--- config.mk ---
export PLATFORM = sky130hd
export DESIGN_NAME = alu_mdu
export DESIGN_NICKNAME = d
export VERILOG_FILES = /design/src/rtl/alu_mdu.sv
export SDC_FILE = /design/constraint.sdc
export NUM_CORES = 1
export LEC_CHECK = 0
export ABC_AREA = 1
export CAP_MARGIN = 20
export CORE_MARGIN = 4
export CORE_UTILIZATION = 30
export CTS_CLUSTER_DIAMETER = 50
export DETAILED_ROUTE_END_ITERATION = 10
export HOLD_SLACK_MARGIN = 0.08
export SLEW_MARGIN = 25
export SYNTH_ARGS = -nofsm -noshare
export SYNTH_HDL_FRONTEND = slang
export SYNTH_SLANG_ARGS = --single-unit
--- constraint.sdc ---
create_clock -name clk -period 5.31 [get_ports clk]
set_input_delay 0.7965 -clock clk [delete_from_list [all_inputs] [get_ports clk]]
set_output_delay 0.7965 -clock clk [all_outputs]
set_load 0.01 [all_outputs]
--- src/rtl/alu_mdu.sv ---
// alu_mdu: registered ALU with valid/ready handshakes and an optional iterative
// unsigned multiply/divide unit, built only when ALU_MDU_EN is defined.
module alu_mdu #(
  parameter int WIDTH = 32
) (
  input  logic             clk,
  input  logic             reset,
  input  logic             in_valid,
  output logic             in_ready,
  input  logic [3:0]       alu_op,
  input  logic [WIDTH-1:0] op1,
  input  logic [WIDTH-1:0] op2,
  output logic             out_valid,
  input  logic             out_ready,
  output logic [WIDTH-1:0] result,
  output logic             zero,
  output logic             illegal,
  output logic [1:0]       dbg_state
);
  localparam int SHW = $clog2(WIDTH);
  localparam int CW  = $clog2(WIDTH) + 1;

  // Handshake: an op transfers in on a rising edge with in_valid & in_ready, a
  // result transfers out on a rising edge with out_valid & out_ready; valid is
  // never withdrawn before its transfer and the payload is held until then.
  typedef enum logic [1:0] {
    IDLE = 2'd0,
    BUSY = 2'd1,
    DONE = 2'd2
  } state_e;

  state_e           state_q, state_d;
  logic [WIDTH-1:0] result_q, result_d;
  logic             zero_q, zero_d;
  logic             illegal_q, illegal_d;
  logic             accept;
  logic             is_mop;
  logic [WIDTH-1:0] alu_res;
  logic             alu_ill;

  always_comb begin : single_cycle
    alu_res = '0;
    alu_ill = 1'b0;
    case (alu_op)
      4'b0000: alu_res = op1 & op2;
      4'b0001: alu_res = op1 | op2;
      4'b0010: alu_res = op1 + op2;
      4'b0100: alu_res = {{(WIDTH-1){1'b0}}, ($signed(op1) < $signed(op2))};
      4'b0101: alu_res = op1 ^ op2;
      4'b0110: alu_res = op1 - op2;
      4'b1000: alu_res = op1 >> op2[SHW-1:0];
      4'b1001: alu_res = op1 << op2[SHW-1:0];
      4'b1010: alu_res = $signed(op1) >>> op2[SHW-1:0];
      default: alu_ill = 1'b1;
    endcase
  end

`ifdef ALU_MDU_EN
  // acc holds the product high half / partial remainder, lo holds the
  // product low half / dividend-then-quotient; they shift together.
  logic [CW-1:0]    cnt_q, cnt_d;
  logic [1:0]       mop_q, mop_d;
  logic [WIDTH-1:0] acc_q, acc_d;
  logic [WIDTH-1:0] lo_q, lo_d;
  logic [WIDTH-1:0] opnd_q, opnd_d;
  logic [WIDTH:0]   mul_sum, div_shift, div_diff;
  logic [WIDTH-1:0] step_acc, step_lo, mdu_res;

  assign is_mop = (alu_op[3:2] == 2'b11);

  always_comb begin : mdu_step
    mul_sum   = {1'b0, acc_q} + (lo_q[0] ? {1'b0, opnd_q} : '0);
    div_shift = {acc_q, lo_q[WIDTH-1]};
    div_diff  = div_shift - {1'b0, opnd_q};
    if (!mop_q[1]) begin
      step_acc = mul_sum[WIDTH:1];
      step_lo  = {mul_sum[0], lo_q[WIDTH-1:1]};
    end else if (!div_diff[WIDTH]) begin
      step_acc = div_diff[WIDTH-1:0];
      step_lo  = {lo_q[WIDTH-2:0], 1'b1};
    end else begin
      step_acc = div_shift[WIDTH-1:0];
      step_lo  = {lo_q[WIDTH-2:0], 1'b0};
    end
  end
`else
  assign is_mop = 1'b0;
`endif

  always_comb begin : fsm
    state_d   = state_q;
    result_d  = result_q;
    zero_d    = zero_q;
    illegal_d = illegal_q;
    case (state_q)
      IDLE:    in_ready = 1'b1;
      DONE:    in_ready = out_ready;
      default: in_ready = 1'b0;
    endcase
    accept = in_valid & in_ready;
    if (state_q == DONE && out_ready) state_d = IDLE;
    if (accept) begin
      if (is_mop) begin
        state_d = BUSY;
      end else begin
        state_d   = DONE;
        result_d  = alu_res;
        zero_d    = (alu_res == '0);
        illegal_d = alu_ill;
      end
    end
`ifdef ALU_MDU_EN
    cnt_d   = cnt_q;
    mop_d   = mop_q;
    acc_d   = acc_q;
    lo_d    = lo_q;
    opnd_d  = opnd_q;
    mdu_res = mop_q[0] ? acc_q : lo_q;
    if (accept && is_mop) begin
      cnt_d  = CW'(WIDTH);
      mop_d  = alu_op[1:0];
      acc_d  = '0;
      lo_d   = alu_op[1] ? op1 : op2;
      opnd_d = alu_op[1] ? op2 : op1;
    end
    if (state_q == BUSY) begin
      if (cnt_q != '0) begin
        acc_d = step_acc;
        lo_d  = step_lo;
        cnt_d = cnt_q - CW'(1);
      end else begin
        state_d   = DONE;
        result_d  = mdu_res;
        zero_d    = (mdu_res == '0);
        illegal_d = 1'b0;
      end
    end
`endif
  end

  always_ff @(posedge clk) begin
    if (reset) begin
      state_q   <= IDLE;
      result_q  <= '0;
      zero_q    <= 1'b0;
      illegal_q <= 1'b0;
    end else begin
      state_q   <= state_d;
      result_q  <= result_d;
      zero_q    <= zero_d;
      illegal_q <= illegal_d;
    end
  end

`ifdef ALU_MDU_EN
  always_ff @(posedge clk) begin
    if (reset) begin
      cnt_q  <= '0;
      mop_q  <= '0;
      acc_q  <= '0;
      lo_q   <= '0;
      opnd_q <= '0;
    end else begin
      cnt_q  <= cnt_d;
      mop_q  <= mop_d;
      acc_q  <= acc_d;
      lo_q   <= lo_d;
      opnd_q <= opnd_d;
    end
  end
`endif

  assign out_valid = (state_q == DONE);
  assign result    = result_q;
  assign zero      = zero_q;
  assign illegal   = illegal_q;
  assign dbg_state = state_q;
endmodule
==> flow_summary.ini <==
[power_and_ir_drop]
pwr-share-clk_pct = 15.2
pwr_density_cell_nw_per_um2 = 140
p_leak_nw = 7.55
power.switching_mw = 1.04
finalPower_mw = 1.89
comb_power_share_pct = 69.1
netSwitchingFraction_pct = 55.1
internal_power_mw = 0.849
p_seq_share_pct = 15.7
irDropWorstVdd_mv = 0.140

[hold_path]
min_path_type = reg -> reg
hp-start = result[1]$_SDFFE_PP0P_

[detailed_routing]
wire_per_inst_um = 21.1
first_pass_iters = 6
wl_um = 63000
drt_iter0_markers = 1854
num_vias = 16244
via_per_inst = 5.45
drc = 0
drtAntennaViolNets = 0

[global_route]
grt_start_max_net_pins = 72
antenna_found_initial = 1
grt_pass1_vias = 15023
grt.overflow.total = 0
grt_pass1_wl_um = 92300
grt_use_total_pct = 27.4

[floorplan]
die_area_um2 = 43200
row_count = 72
start_util_pct = 30.6
dieWidth_um = 208
core_area_um2 = 39100
dieHeight_um = 208
io_pins = 110

[logic_synthesis]
syn-mean-instance-area_um2 = 4.94
synthArstFlopShare_pct = 0
yosys_warnings = 0
synth-seq-area-share_pct = 5.85
synthTopCellsByCount = 764 x nand2_1, 473 x nand3_1, 375 x inv_1
yosysTopAreaCellShare_pct = 23.9
ys_ff_latch = 35
yosysTopAreaCell = nand2_1
netlist_area_um2 = 12000
synth_nets = 2600
synth-edff-count = 0
synth_flop_cell = dfxtp_1
synth_cell_types = 43
syn_inst = 2424
synthTopCellsByArea = nand2_1 24%, nand3_1 20%, inv_1 12%
synth_most_common_cell = nand2_1

[cts]
ctsHtreeMaxLevel = 2
cts_sinks = 35
path_clk_slew_ns = 0.06
cts_setup_buffers = 0
clock_path_buffers = 2
cts_hold_buf = 0
clock_latency_ns = 0.28
cts-root-buf = clkbuf_16
post_cts_resized = 0
numCtsBuffers = 5
cts_tree = done

[timing]
fin_tns_setup_ns = 0
fmax_ghz = 0.232
fin_crit_sh_pct = 81.1
fin_skew_ns = 0.00414
finalCriticalPeriod_ns = 4.31
final_hold_viol_count = 0
whs_ns = 0.509
worst_pin_slew_ns = 1.05
rsz0062_at_grt = false
setup_ws_ns = 1.00
slew_violations = 0
setup_viol = 0
relSlewSlack_pct = 30.1

[setup_path]
crit_top_cell = nor2_1
required_ns = 5.53
rr_startpoint = dbg_state[1]$_SDFFE_PP0P_
path_max_fanout = 9
critical_path_class = in -> reg
cp_slowest_cell = clkdlybuf4s50_1
crit_start = op2[0]
slowest_delay_ns = 0.73
crit_arrival_ns = 4.53
worstPathCellList = clkdlybuf4s50_1 -> ha_1 -> inv_1 -> fa_1 -> inv_1 -> nand2_1 -> nand3_1 -> nand2_1 -> nand3_1 -> nand3_1 -> nor2_1 -> nand3_1 -> nor2_1 -> nand2_1 -> nor2_1 -> nand2_1 -> nor2_1 -> nor2_1 -> nor2_1
start_kind = input port
end_kind = flip-flop

[final_layout]
fin_util_pct = 34.4
area_delta_synth_final_pct = 12.5
instances_no_fill = 2979
nets = 2636
antenna_cells = 0
fillCellCount = 4619
finalInstanceArea_um2 = 13500
drive_gt1_share_pct = 3.70

[flow_run]
max_cap_viol_count = 0

[placement]
port_buffers = 108
placedCellCount = 2971
place.gp.congestion = 1.06
dpl.hpwl_um = 52300
placed_cell_area_um2 = 13300
preCtsSetupSlack_ns = 0.861

[status]
status = finished clean
## worst paths after layout
check	endpoint	slack (ns)	cells past startpoint
max	zero$_SDFFE_PP0P_	1.00	19
min	result[1]$_SDFFE_PP0P_	0.51	2
max reg2reg	zero$_SDFFE_PP0P_	3.05	13
min reg2reg	result[1]$_SDFFE_PP0P_	0.51	2
## routing by layer
layer	global-route usage (%)	share of wire, %	vias to the layer above
li1	-	-	7715
met1	36.9	43	7565
met2	45.2	45	826
met3	3.54	8.0	138
met4	9.49	4.3	0
met5	0	0	-
## critical path: cells and delay by family
kind	cells	cell delay [ns]
and+or+nand+nor	14	2.01
buffers and inverters	3	0.94
adders and majority gates	2	0.77
## placed cells by master (no fill, tap or decap), types with 3 or more instances in the layout
cell type,count
o21ai_1,11
inv_1,374
clkbuf_16,5
nor2_2,8
o21bai_1,6
o211ai_1,9
ha_1,102
nor3_1,19
o21ai_0,77
nand4_1,23
nor2_1,265
inv_2,7
dfxtp_1,35
nand2_2,21
nand3_2,5
a21oi_1,64
nand2_4,4
buf_2,3
nand2_1,764
and2_1,7
nand3_1,473
clkdlybuf4s50_1,105
and3_1,5
o22ai_1,16
buf_4,29
## final cells by class
class | instances | area (µm²) | share of cell area [%]
multi-input cells | 1898 | 9250 | 68.7
inverters | 383 | 1440 | 10.7
repair buffers | 137 | 1280 | 9.53
flip-flops and latches | 35 | 701 | 5.20
well taps | 518 | 648 | 4.81
clock buffers | 6 | 129 | 0.957
clock inverters | 2 | 12.5 | 0.0929
## state kept, by name, indices dropped and copies added, names as in the netlist
| signal | count |
|---|---|
| dbg_state | 1 |
| zero | 1 |
| illegal | 1 |
| result | 32 |
## power groups by stage
stage / sequential (mW) / combinational (mW) / clock [mW]
floorplan: 0.310 / 0.780 / 0
global placement: 0.301 / 1.26 / 0
detailed placement: 0.302 / 1.26 / 0
CTS: 0.296 / 1.27 / 0.293
global route: 0.298 / 1.41 / 0.308
finish: 0.296 / 1.31 / 0.287
## cells by family after synthesis
logic type / Yosys count / synth area share, %
adders and majority gates: 104 / 11.0
and+or+nand+nor: 1602 / 57.5
AOI/OAI and AO/OA: 189 / 8.53
buffers and inverters: 491 / 16.9
xor gates and xnor gates: 2 / 0.146
other: 1 / 0.0313
DFF: 35 / 5.85
(Power assumes the default switching activity.)
